--- config.mk ---
export PLATFORM = sky130hd
export DESIGN_NAME = axil_master_ctrl_flat
export DESIGN_NICKNAME = d
export VERILOG_FILES = /design/src/rtl/axil_master_ctrl_if.sv /design/src/rtl/axil_master_ctrl.sv /design/src/flat_wrapper.sv
export SDC_FILE = /design/constraint.sdc
export NUM_CORES = 1
export LEC_CHECK = 0
export BUFFER_PORTS_ARGS = -buffer_cell sky130_fd_sc_hd__buf_4
export CORE_MARGIN = 4
export CORE_UTILIZATION = 49
export DETAILED_ROUTE_END_ITERATION = 10
export PLACE_DENSITY = 0.95
export SYNTH_ARGS = -nofsm -noshare
export SYNTH_HDL_FRONTEND = slang
export SYNTH_SLANG_ARGS = --single-unit
--- constraint.sdc ---
create_clock -name clk_i -period 3.8 [get_ports clk_i]
set_clock_uncertainty 0.05 [all_clocks]
set_input_delay 0.19 -clock clk_i [delete_from_list [all_inputs] [get_ports clk_i]]
set_output_delay 0.19 -clock clk_i [all_outputs]
set_load 0.005 [all_outputs]
--- src/rtl/axil_master_ctrl_if.sv ---
// AXI4-Lite bus bundle shared by masters and slave register blocks.
// Master drives the request channels and the B/R ready signals; Slave is the mirror image.
interface AXI_LITE #(
  parameter int ADDR_WIDTH = 4,
  parameter int DATA_WIDTH = 32
);
  localparam int STRB_WIDTH = DATA_WIDTH / 8;

  logic [ADDR_WIDTH-1:0] aw_addr;
  logic                  aw_valid;
  logic                  aw_ready;
  logic [DATA_WIDTH-1:0] w_data;
  logic [STRB_WIDTH-1:0] w_strb;
  logic                  w_valid;
  logic                  w_ready;
  logic [1:0]            b_resp;
  logic                  b_valid;
  logic                  b_ready;
  logic [ADDR_WIDTH-1:0] ar_addr;
  logic                  ar_valid;
  logic                  ar_ready;
  logic [DATA_WIDTH-1:0] r_data;
  logic [1:0]            r_resp;
  logic                  r_valid;
  logic                  r_ready;

  modport Master (
    output aw_addr, aw_valid, input aw_ready,
    output w_data, w_strb, w_valid, input w_ready,
    input b_resp, b_valid, output b_ready,
    output ar_addr, ar_valid, input ar_ready,
    input r_data, r_resp, r_valid, output r_ready
  );

  modport Slave (
    input aw_addr, aw_valid, output aw_ready,
    input w_data, w_strb, w_valid, output w_ready,
    output b_resp, b_valid, input b_ready,
    input ar_addr, ar_valid, output ar_ready,
    output r_data, r_resp, r_valid, input r_ready
  );
endinterface

--- src/rtl/axil_master_ctrl.sv ---
// Single-outstanding AXI4-Lite master: one command in, one AXI-Lite transaction, one response out.
// Define AXIL_MASTER_TIMEOUT_EN to add a B/R wait timeout that drains the late response afterwards.
module axil_master_ctrl #(
  parameter int ADDR_WIDTH     = 4,
  parameter int DATA_WIDTH     = 32,
  parameter int TIMEOUT_CYCLES = 256,
  localparam int STRB_WIDTH    = DATA_WIDTH / 8
) (
  input  logic                  clk_i,
  input  logic                  rstn_i,
  input  logic                  cmd_valid_i,
  output logic                  cmd_ready_o,
  input  logic                  cmd_we_i,
  input  logic [ADDR_WIDTH-1:0] cmd_addr_i,
  input  logic [DATA_WIDTH-1:0] cmd_wdata_i,
  input  logic [STRB_WIDTH-1:0] cmd_wstrb_i,
  output logic                  rsp_valid_o,
  input  logic                  rsp_ready_i,
  output logic                  rsp_we_o,
  output logic [DATA_WIDTH-1:0] rsp_rdata_o,
  output logic [1:0]            rsp_resp_o,
  AXI_LITE.Master               axi_l
);

  if (!(DATA_WIDTH == 32 || DATA_WIDTH == 64)) begin : g_bad_data_width
    $error("axil_master_ctrl: DATA_WIDTH must be 32 or 64");
  end
  if (TIMEOUT_CYCLES < 2) begin : g_bad_timeout
    $error("axil_master_ctrl: TIMEOUT_CYCLES must be at least 2");
  end

  typedef enum logic [2:0] {IDLE, WR_REQ, WR_RESP, RD_REQ, RD_DATA, RSP} state_t;

  state_t                state;
  logic [ADDR_WIDTH-1:0] addr_q;
  logic [DATA_WIDTH-1:0] wdata_q;
  logic [STRB_WIDTH-1:0] wstrb_q;
  logic                  we_q;
  logic                  aw_valid_q, w_valid_q, aw_done, w_done;
  logic                  b_ready_q, ar_valid_q, r_ready_q;
  logic                  cmd_ready_q, rsp_valid_q, rsp_we_q;
  logic [DATA_WIDTH-1:0] rsp_rdata_q;
  logic [1:0]            rsp_resp_q;
  logic                  aw_hs, w_hs, b_hs, ar_hs, r_hs;

  assign aw_hs = aw_valid_q & axi_l.aw_ready;
  assign w_hs  = w_valid_q  & axi_l.w_ready;
  assign b_hs  = b_ready_q  & axi_l.b_valid;
  assign ar_hs = ar_valid_q & axi_l.ar_ready;
  assign r_hs  = r_ready_q  & axi_l.r_valid;

`ifdef AXIL_MASTER_TIMEOUT_EN
  localparam int CNT_W = $clog2(TIMEOUT_CYCLES);
  logic [CNT_W-1:0] wait_cnt;
  logic             drain_pend;
  logic             wait_expired;
  // The cycle holding TIMEOUT_CYCLES-1 is the last one spent waiting.
  assign wait_expired = (wait_cnt == CNT_W'(TIMEOUT_CYCLES - 1));
`endif

  always_ff @(posedge clk_i or negedge rstn_i) begin
    if (!rstn_i) begin
      state       <= IDLE;
      addr_q      <= '0;
      wdata_q     <= '0;
      wstrb_q     <= '0;
      we_q        <= 1'b0;
      aw_valid_q  <= 1'b0;
      w_valid_q   <= 1'b0;
      aw_done     <= 1'b0;
      w_done      <= 1'b0;
      b_ready_q   <= 1'b0;
      ar_valid_q  <= 1'b0;
      r_ready_q   <= 1'b0;
      cmd_ready_q <= 1'b0;
      rsp_valid_q <= 1'b0;
      rsp_we_q    <= 1'b0;
      rsp_rdata_q <= '0;
      rsp_resp_q  <= 2'b00;
`ifdef AXIL_MASTER_TIMEOUT_EN
      wait_cnt    <= '0;
      drain_pend  <= 1'b0;
`endif
    end else begin
      case (state)
        IDLE: begin
`ifdef AXIL_MASTER_TIMEOUT_EN
          if (drain_pend) begin
            cmd_ready_q <= 1'b0;
            b_ready_q   <= 1'b1;
            r_ready_q   <= 1'b1;
            if (b_hs || r_hs) begin
              drain_pend  <= 1'b0;
              b_ready_q   <= 1'b0;
              r_ready_q   <= 1'b0;
              cmd_ready_q <= 1'b1;
            end
          end else
`endif
          if (cmd_valid_i && cmd_ready_q) begin
            cmd_ready_q <= 1'b0;
            addr_q      <= cmd_addr_i;
            wdata_q     <= cmd_wdata_i;
            wstrb_q     <= cmd_wstrb_i;
            we_q        <= cmd_we_i;
            if (cmd_we_i) begin
              aw_valid_q <= 1'b1;
              w_valid_q  <= 1'b1;
              state      <= WR_REQ;
            end else begin
              ar_valid_q <= 1'b1;
              state      <= RD_REQ;
            end
          end else begin
            cmd_ready_q <= 1'b1;
          end
        end

        // AW and W retire independently; either order or the same cycle is fine.
        WR_REQ: begin
          if (aw_hs) aw_valid_q <= 1'b0;
          if (w_hs)  w_valid_q  <= 1'b0;
          if ((aw_done || aw_hs) && (w_done || w_hs)) begin
            aw_done   <= 1'b0;
            w_done    <= 1'b0;
            b_ready_q <= 1'b1;
            state     <= WR_RESP;
`ifdef AXIL_MASTER_TIMEOUT_EN
            wait_cnt  <= '0;
`endif
          end else begin
            aw_done <= aw_done | aw_hs;
            w_done  <= w_done | w_hs;
          end
        end

        WR_RESP: begin
          if (b_hs) begin
            b_ready_q   <= 1'b0;
            rsp_resp_q  <= axi_l.b_resp;
            rsp_rdata_q <= '0;
            rsp_we_q    <= we_q;
            rsp_valid_q <= 1'b1;
            state       <= RSP;
          end
`ifdef AXIL_MASTER_TIMEOUT_EN
          else if (wait_expired) begin
            b_ready_q   <= 1'b0;
            rsp_resp_q  <= 2'b10;
            rsp_rdata_q <= '0;
            rsp_we_q    <= we_q;
            rsp_valid_q <= 1'b1;
            drain_pend  <= 1'b1;
            state       <= RSP;
          end else begin
            wait_cnt <= wait_cnt + 1'b1;
          end
`endif
        end

        RD_REQ: begin
          if (ar_hs) begin
            ar_valid_q <= 1'b0;
            r_ready_q  <= 1'b1;
            state      <= RD_DATA;
`ifdef AXIL_MASTER_TIMEOUT_EN
            wait_cnt   <= '0;
`endif
          end
        end

        RD_DATA: begin
          if (r_hs) begin
            r_ready_q   <= 1'b0;
            rsp_resp_q  <= axi_l.r_resp;
            rsp_rdata_q <= axi_l.r_data;
            rsp_we_q    <= we_q;
            rsp_valid_q <= 1'b1;
            state       <= RSP;
          end
`ifdef AXIL_MASTER_TIMEOUT_EN
          else if (wait_expired) begin
            r_ready_q   <= 1'b0;
            rsp_resp_q  <= 2'b10;
            rsp_rdata_q <= '0;
            rsp_we_q    <= we_q;
            rsp_valid_q <= 1'b1;
            drain_pend  <= 1'b1;
            state       <= RSP;
          end else begin
            wait_cnt <= wait_cnt + 1'b1;
          end
`endif
        end

        // After a timeout the late B/R readies go up on the way back to IDLE.
        RSP: begin
          if (rsp_ready_i) begin
            rsp_valid_q <= 1'b0;
            cmd_ready_q <= 1'b1;
            state       <= IDLE;
`ifdef AXIL_MASTER_TIMEOUT_EN
            if (drain_pend) begin
              cmd_ready_q <= 1'b0;
              b_ready_q   <= 1'b1;
              r_ready_q   <= 1'b1;
            end
`endif
          end
        end

        default: state <= IDLE;
      endcase
    end
  end

  assign cmd_ready_o    = cmd_ready_q;
  assign rsp_valid_o    = rsp_valid_q;
  assign rsp_we_o       = rsp_we_q;
  assign rsp_rdata_o    = rsp_rdata_q;
  assign rsp_resp_o     = rsp_resp_q;

  assign axi_l.aw_addr  = addr_q;
  assign axi_l.aw_valid = aw_valid_q;
  assign axi_l.w_data   = wdata_q;
  assign axi_l.w_strb   = wstrb_q;
  assign axi_l.w_valid  = w_valid_q;
  assign axi_l.b_ready  = b_ready_q;
  assign axi_l.ar_addr  = addr_q;
  assign axi_l.ar_valid = ar_valid_q;
  assign axi_l.r_ready  = r_ready_q;

endmodule
--- src/flat_wrapper.sv ---
// flat-port wrapper written by rule: the top's interface ports become plain ports
module axil_master_ctrl_flat 
#(
  parameter int ADDR_WIDTH     = 4,
  parameter int DATA_WIDTH     = 32,
  parameter int TIMEOUT_CYCLES = 256,
  localparam int STRB_WIDTH    = DATA_WIDTH / 8
)
  (clk_i, rstn_i, cmd_valid_i, cmd_ready_o, cmd_we_i, cmd_addr_i, cmd_wdata_i, cmd_wstrb_i, rsp_valid_o, rsp_ready_i, rsp_we_o, rsp_rdata_o, rsp_resp_o, axi_l_aw_addr, axi_l_aw_valid, axi_l_aw_ready, axi_l_w_data, axi_l_w_strb, axi_l_w_valid, axi_l_w_ready, axi_l_b_resp, axi_l_b_valid, axi_l_b_ready, axi_l_ar_addr, axi_l_ar_valid, axi_l_ar_ready, axi_l_r_data, axi_l_r_resp, axi_l_r_valid, axi_l_r_ready);
  AXI_LITE #(.ADDR_WIDTH(ADDR_WIDTH), .DATA_WIDTH(DATA_WIDTH)) axi_l_i ();
  input  logic clk_i;
  input  logic rstn_i;
  input  logic cmd_valid_i;
  output logic cmd_ready_o;
  input  logic cmd_we_i;
  input  logic [ADDR_WIDTH-1:0] cmd_addr_i;
  input  logic [DATA_WIDTH-1:0] cmd_wdata_i;
  input  logic [STRB_WIDTH-1:0] cmd_wstrb_i;
  output logic rsp_valid_o;
  input  logic rsp_ready_i;
  output logic rsp_we_o;
  output logic [DATA_WIDTH-1:0] rsp_rdata_o;
  output logic [1:0] rsp_resp_o;
  output wire logic [$bits(axi_l_i.aw_addr)-1:0] axi_l_aw_addr;
  output wire logic [$bits(axi_l_i.aw_valid)-1:0] axi_l_aw_valid;
  input wire logic [$bits(axi_l_i.aw_ready)-1:0] axi_l_aw_ready;
  output wire logic [$bits(axi_l_i.w_data)-1:0] axi_l_w_data;
  output wire logic [$bits(axi_l_i.w_strb)-1:0] axi_l_w_strb;
  output wire logic [$bits(axi_l_i.w_valid)-1:0] axi_l_w_valid;
  input wire logic [$bits(axi_l_i.w_ready)-1:0] axi_l_w_ready;
  input wire logic [$bits(axi_l_i.b_resp)-1:0] axi_l_b_resp;
  input wire logic [$bits(axi_l_i.b_valid)-1:0] axi_l_b_valid;
  output wire logic [$bits(axi_l_i.b_ready)-1:0] axi_l_b_ready;
  output wire logic [$bits(axi_l_i.ar_addr)-1:0] axi_l_ar_addr;
  output wire logic [$bits(axi_l_i.ar_valid)-1:0] axi_l_ar_valid;
  input wire logic [$bits(axi_l_i.ar_ready)-1:0] axi_l_ar_ready;
  input wire logic [$bits(axi_l_i.r_data)-1:0] axi_l_r_data;
  input wire logic [$bits(axi_l_i.r_resp)-1:0] axi_l_r_resp;
  input wire logic [$bits(axi_l_i.r_valid)-1:0] axi_l_r_valid;
  output wire logic [$bits(axi_l_i.r_ready)-1:0] axi_l_r_ready;
  assign axi_l_aw_addr = axi_l_i.aw_addr;
  assign axi_l_aw_valid = axi_l_i.aw_valid;
  assign axi_l_i.aw_ready = axi_l_aw_ready;
  assign axi_l_w_data = axi_l_i.w_data;
  assign axi_l_w_strb = axi_l_i.w_strb;
  assign axi_l_w_valid = axi_l_i.w_valid;
  assign axi_l_i.w_ready = axi_l_w_ready;
  assign axi_l_i.b_resp = axi_l_b_resp;
  assign axi_l_i.b_valid = axi_l_b_valid;
  assign axi_l_b_ready = axi_l_i.b_ready;
  assign axi_l_ar_addr = axi_l_i.ar_addr;
  assign axi_l_ar_valid = axi_l_i.ar_valid;
  assign axi_l_i.ar_ready = axi_l_ar_ready;
  assign axi_l_i.r_data = axi_l_r_data;
  assign axi_l_i.r_resp = axi_l_r_resp;
  assign axi_l_i.r_valid = axi_l_r_valid;
  assign axi_l_r_ready = axi_l_i.r_ready;
  axil_master_ctrl #(.ADDR_WIDTH(ADDR_WIDTH), .DATA_WIDTH(DATA_WIDTH), .TIMEOUT_CYCLES(TIMEOUT_CYCLES)) u_core (.clk_i(clk_i), .rstn_i(rstn_i), .cmd_valid_i(cmd_valid_i), .cmd_ready_o(cmd_ready_o), .cmd_we_i(cmd_we_i), .cmd_addr_i(cmd_addr_i), .cmd_wdata_i(cmd_wdata_i), .cmd_wstrb_i(cmd_wstrb_i), .rsp_valid_o(rsp_valid_o), .rsp_ready_i(rsp_ready_i), .rsp_we_o(rsp_we_o), .rsp_rdata_o(rsp_rdata_o), .rsp_resp_o(rsp_resp_o), .axi_l(axi_l_i));
endmodule
**Yosys cells after proc, flatten, opt, wreduce, memory -nomap -nowiden**

Index checks and enable logic that the tools add are counted.

- Bits in registers: 88
- Bits of input ports: 86
- Output and inout bits: 86

- Equality and inequality tests: 15
- Muxes and demuxes: 42
- Bitwise gates (word level): 7
- Reductions and logical operators: 22

Operators with widths:

| kind | number |
|---|---|
| two-way mux 32 bit | 2 |
| one-hot mux 32 bit (2 select lines) | 1 |
| two-way mux 1 bit | 20 |
| two-way mux 3 bit | 6 |
| one-hot mux 3 bit (6 select lines) | 1 |
| AND reduction 4 bit | 4 |
| != test 2 x 1 -> 1 bit, second input constant | 7 |
| one-hot mux 1 bit (2 select lines) | 7 |
| nonzero test 2 bit | 6 |
| AND reduction 3 bit | 3 |
| equality test 3 x 2 -> 1 bit, second input constant | 2 |
| equality test 3 bit, second input constant | 2 |
| two-way mux 2 bit | 3 |
| != test 2 bit, second input constant | 3 |
| AND reduction 6 bit | 1 |
| AND 1 bit | 5 |
| one-hot mux 2 bit (2 select lines) | 1 |
| AND reduction 2 bit | 2 |
| equality test 3 x 1 -> 1 bit, second input constant | 1 |
| zero test 3 bit | 1 |
| one-hot mux 1 bit (3 select lines) | 1 |
| nonzero test 3 bit | 1 |
| logical AND 1 bit | 2 |
| logical OR 1 bit | 2 |
| bitwise OR 1 bit | 2 |

**Longest topological paths before layout**

- Depth after elaboration: 5
- Mapped depth: 7

**Least setup slack after synthesis**

Ideal clock, no wire load.

- Path kind: reg2reg
- From: register u_core.state[1]
- To: register u_core.addr_q[0], in the netlist u_core.axi_l.ar_addr[0]
- Library setup time: 0.125 ns
- Data arrival time: 1.437 ns
- Required time: 3.625 ns
- Path slack: 2.188 ns
- Stages on the path, launching flop included: 7
- Path buffers: 3
- Clock period less this slack: 1.612 ns
- Path through: dfrtp_1 -> buf_6 -> nor2_2 -> and4b_1 -> buf_4 -> buf_6 -> mux2_2

- Cells in the longest elaborated chain, start to end: 2

RTL lines:

| what | line | RTL |
|---|---|---|
| start, declared | axil_master_ctrl.sv:34 | `state_t state;` |
| start signal, assigned | axil_master_ctrl.sv:63 | `state <= IDLE;` |
| start signal, assigned | axil_master_ctrl.sv:109 | `state <= WR_REQ;` |
| start signal, assigned | axil_master_ctrl.sv:112 | `state <= RD_REQ;` |
| zero test 3 bit | axil_master_ctrl.sv:85 | `case (state)` |
| AND reduction 2 bit (no source line) | n/a |  |
| end signal, assigned | axil_master_ctrl.sv:102 | `addr_q <= cmd_addr_i;` |
| end, declared | axil_master_ctrl.sv:35 | `logic [ADDR_WIDTH-1:0] addr_q;` |

No other way between the ends.
A chain may end at the register's enable or synchronous reset.

**Worst setup path in the final report**

- From: register u_core.state[0]
- To: register u_core.addr_q[1], in the netlist u_core.axi_l.ar_addr[1]

Same word-level chain as after synthesis.

==> implementation parameters <==
Parameter                              Value

Floorplan
  Chip Width ... 92.6 um
  Ports ... approximately 170
  Die outline height ... 92.6 um
  Floorplan Core Area ... about 0.007 mm^2
  Effective utilization at floorplan ... 0.511
  Full die area ... 0.00857 mm^2
  Row Count ... 30

Worst setup path
  Critical-path cell with the highest stage delay ... sky130_fd_sc_hd__and4b_2
  Worst path cell trace ... nor2_2, and4b_2, mux2_2
  Critical path startpoint ... u_core.state[0]$_DFFE_PN0P_
  Kind of end point of the critical path ... register
  Required time at the endpoint of the critical path ... 3.97 ns
  Kind of start point of the critical path ... register
  Cells on worst reg2reg path ... 3
  Flop2flop setup slack ... ~1.5 ns
  Largest fanout of any net on the critical path ... 45
  Data arrival time at the worst-slack endpoint ... 2.45 ns
  Startpoint-to-endpoint class of the critical path ... reg2reg
  Maximum single-stage delay on the critical path ... about 0.94 ns
  Reg-to-reg critical path startpoint ... u_core.state[0]$_DFFE_PN0P_
  Crit Reg-Reg Endpoint ... u_core.axi_l.ar_addr[1]$_DFFE_PN0P_

Run status
  Status ... complete, but fails checks
  Violations in the final reports ... negative hold slack

STA
  Relative slew slack ... 0.284
  Count of endpoints failing setup in the final report ... 0
  Post-Route Hold Slack ... -0.0127 ns
  Portion of the clock cycle consumed by the worst path in the final layout ... 0.600
  Setup repair after global routing missed its margin ... no
  Final hold violation count ... 5
  Slew at the pin with the worst max-slew slack ... 1.07 ns
  Achievable clock frequency ... about 440 MHz
  Final Critical Period ... about 2.3 ns
  Sum Neg Setup Slack ... 0 ns
  Max-slew violation total from the final report ... 0

Routing
  Routed Wire Length ... between 8 and 9 mm
  Antenna violation net count after detailed routing ... 0
  Via density per instance ... between 5 and 6
  Total via count after detailed routing ... 2,666
  Routed len/inst ... 17.3 um
  Drt first-iter violations ... 117
  Router iterations before antenna repair ... 4
  Residual DRC ... 0

Power
  Net switching component of the power ... 390 uW
  Clock group share of total power ... 0.379
  Seq pwr share ... 0.540
  Switching share of power ... 0.219
  VDD IR-drop max ... between 0.2 and 0.3 mV
  Power density over the cells ... 353 mW/mm^2
  Combinational Power Share ... 0.081
  Leakage dissipation ... roughly 0.0026 uW
  Cell Int Power ... around 1400 uW

Layout
  Post-route cell area ... between 0.005 and 0.006 mm^2
  Top library cells by usage in the layout, fill and taps aside ... sky130_fd_sc_hd__buf_4, sky130_fd_sc_hd__dfrtp_1, sky130_fd_sc_hd__mux2_2
  Net count reported at finish ... 498
  Proportion of layout cells with a drive suffix above 1 ... 0.583
  Post-synthesis to final-layout area growth ... 44.0%
  Fill cell instance count of the final layout ... 493
  Diode insertion count for antenna repair ... 0
  Most common library cell in the layout ignoring fill and taps ... sky130_fd_sc_hd__buf_4

Place
  Placed Instance Area ... 0.00475 mm^2
  RD Place Congestion ... 0.854
  Post-DP HPWL ... 6.50 mm
  Count of input and output buffers ... 171

Logic synthesis
  Synthesized area per cell ... approximately 15 um^2
  Number of unique standard cell types used by synthesis ... 28
  Count of synthesis-stage warnings from yosys ... 0
  Part of the Yosys area used for sequential elements ... 0.628
  Number of standard cells after synthesis ... 241
  Number of synthesized register bits ... 88
  Cell area after technology mapping ... 0.00351 mm^2
  Synthesized Nets ... roughly 330

Clock tree
  Post-CTS clock slew at the launch and capture registers of the worst setup and hold paths ... 0.09 ns
  Bufs on Longest Clock Path ... 2
  Clock latency on the worst-skew pair ... 0.34 ns
  Number of cells upsized or downsized after cts ... 0
  CTS tree ... built
  Clock root cell ... sky130_fd_sc_hd__clkbuf_8
  Deepest level of the CTS H-tree ... 3
  Count of clock tree sinks ... 88
  Total CTS buffers ... 9

Global routing
  Overflow left after global routing ... 0
  Global-route usage over all layers ... 0.206
  Maximum number of pins on one net before global-route repair ... slightly below 90
  Number of global-route vias before repair ... between 2,000 and 3,000
  Antenna violations before repair ... 0
  First-pass GRT wire length ... 13.9 mm

Min path
  Path type of the worst min-delay path ... in2async

Run
  Max-capacitance violation count ... 0
-- sequential cells by signal (all words and copies together) (netlist names), 2 cells and up --
name                  flops
u_core.rsp_rdata_o       32
u_core.state              3
u_core.axi_l.ar_addr      4
u_core.rsp_resp_o         2
u_core.axi_l.w_data      32
u_core.axi_l.w_strb       4
-- Yosys cell counts --
| library cell | number | area share |
|---|---|---|
| sky130_fd_sc_hd__a211oi_1 | 1 | 0.0021 |
| sky130_fd_sc_hd__a211oi_2 | 1 | 0.0036 |
| sky130_fd_sc_hd__a21oi_1 | 8 | 0.011 |
| sky130_fd_sc_hd__a22o_1 | 35 | 0.087 |
| sky130_fd_sc_hd__a31oi_1 | 1 | 0.0018 |
| sky130_fd_sc_hd__a32oi_2 | 1 | 0.0046 |
| sky130_fd_sc_hd__a41oi_1 | 1 | 0.0025 |
| sky130_fd_sc_hd__and3b_1 | 1 | 0.0025 |
| sky130_fd_sc_hd__and4b_1 | 1 | 0.0029 |
| sky130_fd_sc_hd__buf_2 | 5 | 0.0071 |
| sky130_fd_sc_hd__buf_4 | 7 | 0.015 |
| sky130_fd_sc_hd__buf_6 | 8 | 0.026 |
| sky130_fd_sc_hd__dfrtp_1 | 88 | 0.63 |
| sky130_fd_sc_hd__inv_1 | 3 | 0.0032 |
| sky130_fd_sc_hd__mux2_2 | 48 | 0.15 |
| sky130_fd_sc_hd__mux2i_1 | 1 | 0.0029 |
| sky130_fd_sc_hd__nand2_1 | 8 | 0.0086 |
| sky130_fd_sc_hd__nand2_2 | 1 | 0.0018 |
| sky130_fd_sc_hd__nand3_1 | 3 | 0.0043 |
| sky130_fd_sc_hd__nor2_1 | 7 | 0.0075 |
| sky130_fd_sc_hd__nor2_2 | 1 | 0.0018 |
| sky130_fd_sc_hd__nor2b_1 | 3 | 0.0054 |
| sky130_fd_sc_hd__nor3_1 | 1 | 0.0014 |
| sky130_fd_sc_hd__o2111ai_2 | 1 | 0.0043 |
| sky130_fd_sc_hd__o21a_1 | 1 | 0.0021 |
| sky130_fd_sc_hd__o21ai_0 | 3 | 0.0043 |
| sky130_fd_sc_hd__o21ai_1 | 1 | 0.0014 |
| sky130_fd_sc_hd__xnor2_1 | 1 | 0.0025 |
-- power by group through the flow --
stage                     clock, uW  sequential [uW]  combinational, uW
after floorplan                   0              982               17.5
after global placement            0              980                133
after detailed placement          0              982                139
after CTS                       698              963                144
after global routing            743              965                156
final                           675              963                144
-- how the worst max path moves through the flow --
stage | slack, ns | cells past startpoint | end
floorplan | 2.19 | 6 | u_core.axi_l.ar_addr[0]$_DFFE_PN0P_
global placement | 1.62 | 3 | u_core.axi_l.w_data[4]$_DFFE_PN0P_
detailed placement | 1.54 | 3 | u_core.axi_l.w_data[2]$_DFFE_PN0P_
CTS | 1.53 | 3 | u_core.axi_l.w_data[2]$_DFFE_PN0P_
global route | 1.43 | 3 | u_core.axi_l.w_data[16]$_DFFE_PN0P_
finish | 1.52 | 3 | u_core.axi_l.ar_addr[1]$_DFFE_PN0P_
-- metrics by stage --
step	hold WS [ns]	instances	power, uW	util	setup WS [ns]
after floorplan	-0.156	241	1000	-	2.19
after global placement	0.357	489	1110	0.692	1.62
after detailed placement	0.361	489	1120	0.692	1.54
after CTS	0.00238	511	1800	0.732	1.53
after global routing	0.000303	513	1860	0.735	1.43
final	-0.0127	513	1780	0.735	1.52
-- worst max-delay path, delay by kind of cell (launching register included) --
kind	cells	cell delay, ns
simple gates	2	1.15
mux	1	0.43
flops	1	0.51
-- final cells by class --
type                            instances  area [um^2]  share of cell area
Sequential cell                        88         2200               0.436
Clock buffer                           11          151              0.0300
Tap cell                               96          120              0.0238
Timing Repair Buffer                  180         1370               0.272
Multi-Input combinational cell        130         1130               0.224
Inverter                                3         11.3             0.00223
Clock inverter                          5         62.6              0.0124
-- layer usage --
metal / vias up / routed length (um) / global-route usage
met2: 129 / 5000 / 0.380
met4: 0 / 179 / 0.0668
met5: - / 0 / 0
met1: 1308 / 3180 / 0.233
met3: 19 / 545 / 0.0479
li1: 1210 / - / -
-- cells by family after synthesis --
family | share of synthesized area
AO/OA/AOI/OAI | 0.126
XOR/XNOR | 0.00250
buffers and inverters | 0.0510
flip-flops | 0.628
multiplexers | 0.157
AND/OR/NAND/NOR | 0.0360
-- what timing repair did --
action,CTS,global route
hold endpoints to repair,6,2
setup endpoints to repair,0,0
hold buffers,6,2
buffers inserted,0,0
No activity file was read; power rests on OpenSTA's default activity.
